<file path="config.mk">
export PLATFORM = sky130hd
export DESIGN_NAME = load_store_queue_flat
export DESIGN_NICKNAME = d
export VERILOG_FILES = /design/src/rtl/load_store_queue_pkg.sv /design/src/rtl/load_store_queue_if.sv /design/src/rtl/load_store_queue_slot.sv /design/src/rtl/load_store_queue.sv /design/src/flat_wrapper.sv
export SDC_FILE = /design/constraint.sdc
export NUM_CORES = 2
export LEC_CHECK = 0
export BUFFER_PORTS_ARGS = -buffer_cell sky130_fd_sc_hd__clkbuf_2
export CORE_MARGIN = 3
export CORE_UTILIZATION = 32
export CTS_BUF_LIST = sky130_fd_sc_hd__clkbuf_8
export DETAILED_ROUTE_END_ITERATION = 10
export HOLD_SLACK_MARGIN = 0.02
export MAX_ROUTING_LAYER = met4
export PLACE_DENSITY_LB_ADDON = 0.2
export RECOVER_POWER = 25
export SLEW_MARGIN = 20
export SYNTH_ARGS = -nofsm -noshare
export SYNTH_HDL_FRONTEND = slang
export SYNTH_SLANG_ARGS = --single-unit
</file>
<file path="constraint.sdc">
create_clock -name clk -period 5.5 [get_ports clk]
set_input_delay 0.825 -clock clk [delete_from_list [all_inputs] [get_ports clk]]
set_output_delay 0.825 -clock clk [all_outputs]
set_load 0.005 [all_outputs]
</file>
<file path="src/rtl/load_store_queue_pkg.sv">
// Shared LSQ types: CDB broadcast, head packet, slot state, transfer sizes.
package load_store_queue_pkg;

  localparam int LSQ_ROB_W = 4;

  localparam logic [1:0] XFER_WORD = 2'b00;
  localparam logic [1:0] XFER_BYTE = 2'b01;
  localparam logic [1:0] XFER_HALF = 2'b10;

  typedef struct packed {
    logic [LSQ_ROB_W-1:0] dest_ROB_entry;
    logic [31:0]          result;
  } CDB_packet_t;

  typedef struct packed {
    logic [31:0]          address;
    logic [31:0]          result;
    logic [1:0]           xfer_size;
    logic                 lsq_signed;
    logic [LSQ_ROB_W-1:0] ROB_entry;
  } lsq_packet_t;

  typedef struct packed {
    logic                 valid;
    logic                 is_load;
    logic [LSQ_ROB_W-1:0] ROB_entry;
    logic [1:0]           xfer_size;
    logic                 lsq_signed;
    logic [31:0]          address;
    logic                 addr_valid;
    logic [31:0]          result;
    logic                 data_valid;
    logic [LSQ_ROB_W-1:0] data_tag;
  } lsq_entry_t;

endpackage

</file>
<file path="src/rtl/load_store_queue_if.sv">
// LSQ bus: dispatch alloc, AGU, CDB, memory-controller dequeue and head view.
// The flush signal exists only when LSQ_FLUSH_EN is defined.
interface load_store_queue_if
  import load_store_queue_pkg::*;
#(
  parameter int DEPTH = 8,
  parameter int ROB_W = LSQ_ROB_W
);
  localparam int CNT_W = $clog2(DEPTH) + 1;

  logic              alloc_valid;
  logic              alloc_is_load;
  logic [ROB_W-1:0]  alloc_rob_entry;
  logic [1:0]        alloc_xfer_size;
  logic              alloc_signed;
  logic              alloc_data_ready;
  logic [31:0]       alloc_data;
  logic [ROB_W-1:0]  alloc_data_tag;
  logic              agu_valid;
  logic [ROB_W-1:0]  agu_rob_entry;
  logic [31:0]       agu_address;
  logic              cdb_valid;
  CDB_packet_t       cdb_in;
  logic              rd_en;
`ifdef LSQ_FLUSH_EN
  logic              flush;
`endif
  lsq_packet_t       mem_in;
  logic              head_load;
  logic              head_ready;
  logic              empty;
  logic              full;
  logic [CNT_W-1:0]  count;

  modport master (
    output alloc_valid, alloc_is_load, alloc_rob_entry, alloc_xfer_size,
           alloc_signed, alloc_data_ready, alloc_data, alloc_data_tag,
           agu_valid, agu_rob_entry, agu_address, cdb_valid, cdb_in, rd_en,
`ifdef LSQ_FLUSH_EN
           flush,
`endif
    input  mem_in, head_load, head_ready, empty, full, count
  );

  modport slave (
    input  alloc_valid, alloc_is_load, alloc_rob_entry, alloc_xfer_size,
           alloc_signed, alloc_data_ready, alloc_data, alloc_data_tag,
           agu_valid, agu_rob_entry, agu_address, cdb_valid, cdb_in, rd_en,
`ifdef LSQ_FLUSH_EN
           flush,
`endif
    output mem_in, head_load, head_ready, empty, full, count
  );

endinterface

</file>
<file path="src/rtl/load_store_queue_slot.sv">
// One LSQ entry: storage plus AGU address and CDB store-data capture.
module lsq_slot
  import load_store_queue_pkg::*;
#(
  parameter int ROB_W = LSQ_ROB_W
) (
  input  logic             clk,
  input  logic             reset,
  input  logic             clr_i,       // flush: drop entry
  input  logic             wr_en_i,     // allocation into this slot
  input  lsq_entry_t       wr_ent_i,
  input  logic             deq_i,       // head dequeue of this slot
  input  logic             agu_valid_i,
  input  logic [ROB_W-1:0] agu_rob_i,
  input  logic [31:0]      agu_addr_i,
  input  logic             cdb_valid_i,
  input  logic [ROB_W-1:0] cdb_tag_i,
  input  logic [31:0]      cdb_result_i,
  output logic             valid_o,
  output logic             is_load_o,
  output logic             ready_o,
  output lsq_packet_t      pkt_o
);

  lsq_entry_t ent_q, ent_d;
  logic       agu_hit, cdb_hit;

  // Captures first, then allocation, then removal; removal always wins.
  always_comb begin
    ent_d   = ent_q;
    agu_hit = agu_valid_i & ent_q.valid & ~ent_q.addr_valid &
              (ent_q.ROB_entry == agu_rob_i);
    cdb_hit = cdb_valid_i & ent_q.valid & ~ent_q.is_load & ~ent_q.data_valid &
              (ent_q.data_tag == cdb_tag_i);
    if (agu_hit) begin
      ent_d.address    = agu_addr_i;
      ent_d.addr_valid = 1'b1;
    end
    if (cdb_hit) begin
      ent_d.result     = cdb_result_i;
      ent_d.data_valid = 1'b1;
    end
    if (wr_en_i) ent_d = wr_ent_i;
    if (deq_i | clr_i) ent_d.valid = 1'b0;
  end

  // Slot state register.
  always_ff @(posedge clk) begin
    if (reset) ent_q <= '0;
    else       ent_q <= ent_d;
  end

  assign valid_o   = ent_q.valid;
  assign is_load_o = ent_q.is_load;
  assign ready_o   = ent_q.valid & ent_q.addr_valid &
                     (ent_q.is_load | ent_q.data_valid);
  assign pkt_o     = '{address:    ent_q.address,
                       result:     ent_q.result,
                       xfer_size:  ent_q.xfer_size,
                       lsq_signed: ent_q.lsq_signed,
                       ROB_entry:  ent_q.ROB_entry};

endmodule

</file>
<file path="src/rtl/load_store_queue.sv">
// In-order circular load/store queue. Pointers, count, CDB alloc bypass and
// head mux live here; per-entry capture lives in lsq_slot.
// Optional feature macro: LSQ_FLUSH_EN (adds the flush input).
module load_store_queue
  import load_store_queue_pkg::*;
#(
  parameter int DEPTH = 8,
  parameter int ROB_W = LSQ_ROB_W
) (
  input  logic               clk,
  input  logic               reset,
  load_store_queue_if.slave  lsq
);

  localparam int PTR_W = $clog2(DEPTH);
  localparam int CNT_W = PTR_W + 1;

  logic [PTR_W-1:0] head_q, head_d, tail_q, tail_d;
  logic [CNT_W-1:0] count_q, count_d;
  logic             empty_w, full_w, do_alloc, do_deq, flush_w, bypass;
  lsq_entry_t       alloc_ent;

  logic [DEPTH-1:0] slot_vld, slot_load, slot_rdy;
  lsq_packet_t      slot_pkt [DEPTH];

`ifdef LSQ_FLUSH_EN
  assign flush_w = lsq.flush;
`else
  assign flush_w = 1'b0;
`endif

  // Full/empty come from the registered count, so a dequeue never frees
  // room for an allocation in the same cycle.
  assign empty_w  = (count_q == '0);
  assign full_w   = (count_q == CNT_W'(DEPTH));
  assign do_alloc = lsq.alloc_valid & ~full_w & ~flush_w;
  assign do_deq   = lsq.rd_en & ~empty_w & ~flush_w;

  // New entry image, with same-cycle CDB bypass for pending store data.
  always_comb begin
    bypass = ~lsq.alloc_is_load & ~lsq.alloc_data_ready & lsq.cdb_valid &
             (lsq.cdb_in.dest_ROB_entry == lsq.alloc_data_tag);
    alloc_ent            = '0;
    alloc_ent.valid      = 1'b1;
    alloc_ent.is_load    = lsq.alloc_is_load;
    alloc_ent.ROB_entry  = lsq.alloc_rob_entry;
    alloc_ent.xfer_size  = lsq.alloc_xfer_size;
    alloc_ent.lsq_signed = lsq.alloc_signed;
    alloc_ent.data_tag   = lsq.alloc_data_tag;
    alloc_ent.result     = bypass ? lsq.cdb_in.result : lsq.alloc_data;
    alloc_ent.data_valid = lsq.alloc_is_load | lsq.alloc_data_ready | bypass;
  end

  genvar i;
  generate
    for (i = 0; i < DEPTH; i++) begin : g_slot
      lsq_slot #(.ROB_W(ROB_W)) u_slot (
        .clk          (clk),
        .reset        (reset),
        .clr_i        (flush_w),
        .wr_en_i      (do_alloc & (tail_q == PTR_W'(i))),
        .wr_ent_i     (alloc_ent),
        .deq_i        (do_deq & (head_q == PTR_W'(i))),
        .agu_valid_i  (lsq.agu_valid),
        .agu_rob_i    (lsq.agu_rob_entry),
        .agu_addr_i   (lsq.agu_address),
        .cdb_valid_i  (lsq.cdb_valid),
        .cdb_tag_i    (lsq.cdb_in.dest_ROB_entry),
        .cdb_result_i (lsq.cdb_in.result),
        .valid_o      (slot_vld[i]),
        .is_load_o    (slot_load[i]),
        .ready_o      (slot_rdy[i]),
        .pkt_o        (slot_pkt[i])
      );
    end
  endgenerate

  // Pointer and occupancy next state; flush empties the queue.
  always_comb begin
    head_d  = head_q + PTR_W'(do_deq);
    tail_d  = tail_q + PTR_W'(do_alloc);
    count_d = count_q;
    case ({do_alloc, do_deq})
      2'b10:   count_d = count_q + 1'b1;
      2'b01:   count_d = count_q - 1'b1;
      default: count_d = count_q;
    endcase
    if (flush_w) begin
      head_d  = '0;
      tail_d  = '0;
      count_d = '0;
    end
  end

  // Pointer and count registers.
  always_ff @(posedge clk) begin
    if (reset) begin
      head_q  <= '0;
      tail_q  <= '0;
      count_q <= '0;
    end else begin
      head_q  <= head_d;
      tail_q  <= tail_d;
      count_q <= count_d;
    end
  end

  assign lsq.mem_in     = slot_pkt[head_q];
  assign lsq.head_load  = ~empty_w & slot_vld[head_q] & slot_load[head_q];
  assign lsq.head_ready = ~empty_w & slot_rdy[head_q];
  assign lsq.empty      = empty_w;
  assign lsq.full       = full_w;
  assign lsq.count      = count_q;

endmodule

</file>
<file path="src/flat_wrapper.sv">
// flat-port wrapper written by rule: the top's interface ports become plain ports
module load_store_queue_flat import load_store_queue_pkg::*;
#(
  parameter int DEPTH = 8,
  parameter int ROB_W = LSQ_ROB_W
)
  (clk, reset, lsq_alloc_valid, lsq_alloc_is_load, lsq_alloc_rob_entry, lsq_alloc_xfer_size, lsq_alloc_signed, lsq_alloc_data_ready, lsq_alloc_data, lsq_alloc_data_tag, lsq_agu_valid, lsq_agu_rob_entry, lsq_agu_address, lsq_cdb_valid, lsq_cdb_in, lsq_rd_en, lsq_mem_in, lsq_head_load, lsq_head_ready, lsq_empty, lsq_full, lsq_count);
  load_store_queue_if #(.DEPTH(DEPTH), .ROB_W(ROB_W)) lsq_i ();
  input  logic clk;
  input  logic reset;
  input wire logic [$bits(lsq_i.alloc_valid)-1:0] lsq_alloc_valid;
  input wire logic [$bits(lsq_i.alloc_is_load)-1:0] lsq_alloc_is_load;
  input wire logic [$bits(lsq_i.alloc_rob_entry)-1:0] lsq_alloc_rob_entry;
  input wire logic [$bits(lsq_i.alloc_xfer_size)-1:0] lsq_alloc_xfer_size;
  input wire logic [$bits(lsq_i.alloc_signed)-1:0] lsq_alloc_signed;
  input wire logic [$bits(lsq_i.alloc_data_ready)-1:0] lsq_alloc_data_ready;
  input wire logic [$bits(lsq_i.alloc_data)-1:0] lsq_alloc_data;
  input wire logic [$bits(lsq_i.alloc_data_tag)-1:0] lsq_alloc_data_tag;
  input wire logic [$bits(lsq_i.agu_valid)-1:0] lsq_agu_valid;
  input wire logic [$bits(lsq_i.agu_rob_entry)-1:0] lsq_agu_rob_entry;
  input wire logic [$bits(lsq_i.agu_address)-1:0] lsq_agu_address;
  input wire logic [$bits(lsq_i.cdb_valid)-1:0] lsq_cdb_valid;
  input wire logic [$bits(lsq_i.cdb_in)-1:0] lsq_cdb_in;
  input wire logic [$bits(lsq_i.rd_en)-1:0] lsq_rd_en;
  output wire logic [$bits(lsq_i.mem_in)-1:0] lsq_mem_in;
  output wire logic [$bits(lsq_i.head_load)-1:0] lsq_head_load;
  output wire logic [$bits(lsq_i.head_ready)-1:0] lsq_head_ready;
  output wire logic [$bits(lsq_i.empty)-1:0] lsq_empty;
  output wire logic [$bits(lsq_i.full)-1:0] lsq_full;
  output wire logic [$bits(lsq_i.count)-1:0] lsq_count;
  assign lsq_i.alloc_valid = lsq_alloc_valid;
  assign lsq_i.alloc_is_load = lsq_alloc_is_load;
  assign lsq_i.alloc_rob_entry = lsq_alloc_rob_entry;
  assign lsq_i.alloc_xfer_size = lsq_alloc_xfer_size;
  assign lsq_i.alloc_signed = lsq_alloc_signed;
  assign lsq_i.alloc_data_ready = lsq_alloc_data_ready;
  assign lsq_i.alloc_data = lsq_alloc_data;
  assign lsq_i.alloc_data_tag = lsq_alloc_data_tag;
  assign lsq_i.agu_valid = lsq_agu_valid;
  assign lsq_i.agu_rob_entry = lsq_agu_rob_entry;
  assign lsq_i.agu_address = lsq_agu_address;
  assign lsq_i.cdb_valid = lsq_cdb_valid;
  assign lsq_i.cdb_in = lsq_cdb_in;
  assign lsq_i.rd_en = lsq_rd_en;
  assign lsq_mem_in = lsq_i.mem_in;
  assign lsq_head_load = lsq_i.head_load;
  assign lsq_head_ready = lsq_i.head_ready;
  assign lsq_empty = lsq_i.empty;
  assign lsq_full = lsq_i.full;
  assign lsq_count = lsq_i.count;
  load_store_queue #(.DEPTH(DEPTH), .ROB_W(ROB_W)) u_core (.clk(clk), .reset(reset), .lsq(lsq_i));
endmodule
</file>
Word-level counts from Yosys, hierarchy flattened
Cells that the tools add are included.
Word-level totals
  register bits after elaboration: 642
  latch bits: 0
  RAM bits: 0
  bits in read-only memories: 0
  output and inout bits: 79
  memories kept: 0
Cells by class
  add/subtract/negate cells: 4
  multiply operators: 0
  div/mod/pow operators: 0
  magnitude comparators: 2
  equal/unequal tests: 34
  shift-type cells: 0
  multiplexer cells: 27
  bitwise logic cells: 135
  reduce and logical (&&, ||, !) cells: 28
Operators with widths (count)
  37-bit 2-to-1 mux: 8
  33-bit 2-to-1 mux: 8
  71-bit binary-select mux with 3-bit select: 1
  71-bit 2-to-1 mux: 2
  1-bit AND: 96
  4-bit equality test: 17
  32-bit 2-to-1 mux: 1
  2-bit OR reduction: 16
  1-bit inverter: 28
  3-bit equality test (second input constant): 8
  2-bit nonzero test: 9
  3-bit by 2-bit equality test with 1-bit output (second input constant): 4
  1-bit bitwise OR: 10
  1-bit binary-select mux with 3-bit select: 3
  4-bit case mux with 2 select lines: 1
  3-bit by 1-bit adder with 3-bit output: 2
  3-bit by 1-bit equality test with 1-bit output (second input constant): 2
  3-bit logical NOT: 2
  4-bit by 1-bit adder with 4-bit output (second input constant): 1
  4-bit equality test (second input constant): 1
  4-bit greater-or-equal comparator (second input constant): 1
  4-bit logical NOT: 1
  3-bit by 4-bit less-than comparator with 1-bit output (second input constant): 1
  3-bit inverter with 4-bit output: 1
  other kinds (4): 6

Depth between registers and ports, before layout
  depth in word-level cells: 6
  depth in mapped cells: 11
  depth with buffers taken out: 10

Cells and area by module
From an unflattened synthesis, not the netlist that was laid out.
Second synthesis, totals
  cell total of the unflattened synthesis: 3844
  area total of the unflattened synthesis: 41791.3 um^2
Modules (own cells, without submodules)
  lsq_slot: times used 8, cells each 431, area an instance 4539.4 um^2, seq. area each 1581.5 um^2
  load_store_queue: times used 1, cells each 396, area an instance 5476.5 um^2, seq. area each 200.2 um^2

Worst setup path before layout
Ideal clock, no wire load.
  path kind: register to output
  start: register u_core.head_q[0]
  end: output lsq_mem_in[55]
  arrival: 1.880 ns
  slack: 2.795 ns
  stages on the path, launching flop included: 6
  buffers on the path: 3
  cells stage by stage: dfxtp_1 -> buf_2 -> buf_2 -> buf_2 -> mux4_2 -> mux2_2
On the way
  cells in the longest elaborated chain, start to end: 4
RTL lines
  start, declared: RTL line load_store_queue.sv:18  | logic [PTR_W-1:0] head_q, head_d, tail_q, tail_d;
  start signal, assigned: RTL line load_store_queue.sv:98  | head_q <= '0;
  start signal, assigned: RTL line load_store_queue.sv:102  | head_q <= head_d;
  3-bit inverter with 4-bit output (implied by the code): RTL line load_store_queue.sv:108  | assign lsq.mem_in = slot_pkt[head_q];
  71-bit binary-select mux with 3-bit select: RTL line load_store_queue.sv:108
  71-bit 2-to-1 mux (implied by the code) (2 in a row): RTL line load_store_queue.sv:108
  end, declared: RTL line flat_wrapper.sv:25  | output wire logic [$bits(lsq_i.mem_in)-1:0] lsq_mem_in;
No other way between the ends. The select of a mux whose other input is x is not followed.

Final worst setup path
  start: register u_core.count_q[1] (netlist: u_core.lsq.count[1])
  end: register u_core.g_slot[7].u_slot.ent_q, in the netlist u_core.g_slot[7].u_slot.pkt_o[36]
On the way
  cells in the longest elaborated chain, start to end: 5
  elaborated cells between the ends (all ways): 6
  those cells by class: 1 x eq/ne; 1 x mux; 3 x bitwise; 1 x reduce/logical
RTL lines
  start, declared: RTL line load_store_queue.sv:19  | logic [CNT_W-1:0] count_q, count_d;
  start signal, assigned: RTL line load_store_queue.sv:104  | count_q <= count_d;
  4-bit equality test *: RTL line load_store_queue.sv:35  | assign full_w = (count_q == CNT_W'(DEPTH));
  1-bit inverter *: RTL line load_store_queue.sv:36  | assign do_alloc = lsq.alloc_valid & ~full_w & ~flush_w;
  1-bit AND *: RTL line load_store_queue.sv:36
  1-bit AND *: RTL line load_store_queue.sv:61  | .wr_en_i (do_alloc & (tail_q == PTR_W'(i))),
  37-bit 2-to-1 mux / 2-bit nonzero test (equally long branches)
  end signal, assigned: RTL line load_store_queue_slot.sv:50  | else ent_q <= ent_d;
  end, declared: RTL line load_store_queue_slot.sv:25  | lsq_entry_t ent_q, ent_d;
Every way passes the cells marked *; elsewhere a longest branch is shown, timed or not.
A chain may end at the register's enable or synchronous reset.

==> qor.csv <==
metric;value;unit
R2R setup slack;0.91;ns
pin count of the biggest net entering global routing;127;
vias in the first global route;26000;
Vias;26200;
Layout fillers;10400;
minimum clock period;4.59;ns
post-route ant nets;0;
Place WS;1.77;ns
R2R depth;5;
post-DP HPWL;63600;um
Post-synth top cells;642 x dfxtp_1, 505 x mux2i_1, 336 x nor2_1, 334 x nand3_1, 199 x clkbuf_1;
Yosys top cell by area;dfxtp_1;
Worst Hold Depth;3;
status;finished, violations left;
Peak Freq;218;MHz
total track usage;0.216;
Die Ht;326;um
first-pass GRT wire length;172000;um
storage element area;12900;um2
area occupied by multi-input gates;18000;um2
synthesized instance count;3351;
layout cells sized above 1;0.200;
Most Crowded Layer GR;met2;
dpl cell area;34400;um2
final wirelength;114000;um
Reg-to-Reg Start;u_core.lsq.count[1];
hold path startpoint;lsq_agu_address[19];
routing usage on met2;0.351;
Final Util;0.363;
CTS tree;built;
Final Hold Fails;0;
Sum Neg Setup Slack;0;ns
io pins;202;
Placed Cells;4550;
met3 GRT Util;0.0482;
clock latency on the worst-skew pair;0.77;ns
Slew @ Worst Pin;3.90;ns
EDFF count, synth;0;
CTS buffer count;111;
drt wl/cell;23.9;um
Row Count;116;
worst reg2reg endpoint;u_core.g_slot[7].u_slot.pkt_o[36];
syn_nets;3481;
Peak VDD IR;0.274;mV
met1 Use GR;0.273;
routability cong.;0.764;
Final Cycle Share;0.835;
asr flop ratio synth;0;
total core area;101000;um2
drt first pass iters;5;
maxcap violations;6;
Clock Skews;0.0407;ns
die area;106000;um2
Max Fanout on Critical Path;47;
Nets;3436;
Setup CP Type;flip-flop to flip-flop;
Final Max Slew Viols;171;
most frequent cell after synthesis;dfxtp_1;
Pwr per Cell Area;312;nW/um2
Worst setup SP type;flip-flop;
Root Driver;clkbuf_8;
static leakage;13.9;nW
Hold Path Sink;u_core.g_slot[7].u_slot.pkt_o[58];
Yosys reg bits;642;
final worst slack;0.906;ns
clock tree sinks;642;
Die Wd;326;um
number of gates resized after cts;0;
H-tree levels;3;
Synth top area share;0.393;
average size of a mapped cell;9.76;um2
CP Data Required Time;6.12;ns
crit end category;flip-flop;
Starting Density;0.325;
Setup Fix Bufs, Post-CTS;0;
synth unique cells;55;
Area contributors post-synth;dfxtp_1 39%, mux2i_1 15%, mux4_2 9.8%;
Cell Area, Synth;32700;um2
sequential fraction of the synthesis area;0.393;
vias per cell;5.49;
Final Cell Area;36500;um2
Critical Path AT;5.21;ns
yosys warns;0;
DRC Markers;0;
Post-Layout Cell Count;4767;
Tightest Hold Check Type;primary input to flip-flop;
maximum clock insertion buffer count;3;
gr ovfl total;0;
setup violators final;0;
# hold bufs at CTS;0;
Port Buffers;201;
clock transition at the registers of the reported paths;0.06;ns
initial antenna violation count;19;
Synth Flop Type;dfxtp_1;
failing checks;max-capacitance violations, max-slew violations;
Synth-to-Final Area Change;11.7;%
Initial DRC Count;1927;
RSZ-0062 raised after global routing;false;
Rel. slew slack;-1.60;
-- registers in the layout (all words and copies together), names as in the netlist --
name,flops
u_core.g_slot.u_slot.pkt_o,568
u_core.g_slot.u_slot.valid_o,8
u_core.head_q,3
u_core.g_slot.u_slot.ent_q,48
u_core.tail_q,3
u_core.lsq.count,4
u_core.g_slot.u_slot.is_load_o,8
-- cell usage in the layout, fill, tap and decap left out, types with 33 or more instances in the layout --
| cell | instances |
|---|---|
| nor2_1 | 331 |
| buf_4 | 46 |
| nand3_1 | 335 |
| clkbuf_2 | 197 |
| a21oi_1 | 42 |
| nand2_1 | 163 |
| mux4_2 | 142 |
| dfxtp_1 | 639 |
| o211ai_1 | 141 |
| a31oi_1 | 131 |
| mux2i_1 | 505 |
| mux2_2 | 79 |
| xor2_1 | 33 |
| xnor2_1 | 41 |
| o22ai_1 | 71 |
| a22o_1 | 96 |
| clkbuf_8 | 141 |
| inv_1 | 58 |
-- per-stage QoR --
stage	hold WS, ns	power [mW]
after floorplan	0.429	6.41
after global placement	0.436	7.16
after detailed placement	0.442	7.17
after CTS	0.319	11.6
after global routing	0.374	11.9
final	0.393	11.4
-- worst max path at each step --
stage                        start                           endpoint  cells past startpoint
6_report       u_core.lsq.count[1]  u_core.g_slot[7].u_slot.pkt_o[36]                      5
5_1_grt        u_core.lsq.count[1]  u_core.g_slot[7].u_slot.pkt_o[36]                      5
4_1_cts           u_core.head_q[1]                     lsq_head_ready                      6
3_5_place_dp                 reset  u_core.g_slot[1].u_slot.pkt_o[19]                      7
3_3_place_gp                 reset  u_core.g_slot[1].u_slot.pkt_o[26]                      7
2_1_floorplan     u_core.head_q[0]                     lsq_mem_in[55]                      5
-- layer usage --
metal	routed length [um]	part of all wire
met1	49700	0.44
met2	54800	0.48
met3	7320	0.064
met4	2070	0.018
met5	0	0
-- cell type report --
class,instances,share of cell area
antenna,19,0.00130
clock buffer,141,0.0531
clock inverter,57,0.00695
inverter,14,0.00144
multi-input combinational,2271,0.494
sequential,642,0.352
tap,1357,0.0465
timing repair buffer,266,0.0448
-- report_power, final --
part | leakage [nW] | switching, mW | internal, mW | total (mW)
Combinational | 7.40 | 1.26 | 0.786 | 2.05
Clock | 1.30 | 2.08 | 2.29 | 4.37
Sequential | 5.19 | 0.176 | 4.80 | 4.97
Total | 13.9 | 3.52 | 7.87 | 11.4
-- critical path, cell delays in order, from the launching register on --
cell and delay, ns:
dfxtp_1 0.48, or4b_1 0.30, nand4_1 0.78, o21ai_1 2.29
buf_12 0.37, o21ai_0 0.15
-- kinds of logic after synthesis --
kind of cell             Yosys count  share of synthesized area
multiplexers                     726                      0.279
adder cells (fa/ha/maj)            7                    0.00268
AO/OA/AOI/OAI                    559                      0.120
buffers and inverters            438                     0.0574
flip-flops                       642                      0.393
XOR/XNOR                          74                     0.0198
AND/OR/NAND/NOR                  905                      0.127
Power figures use the tool's default switching activity.
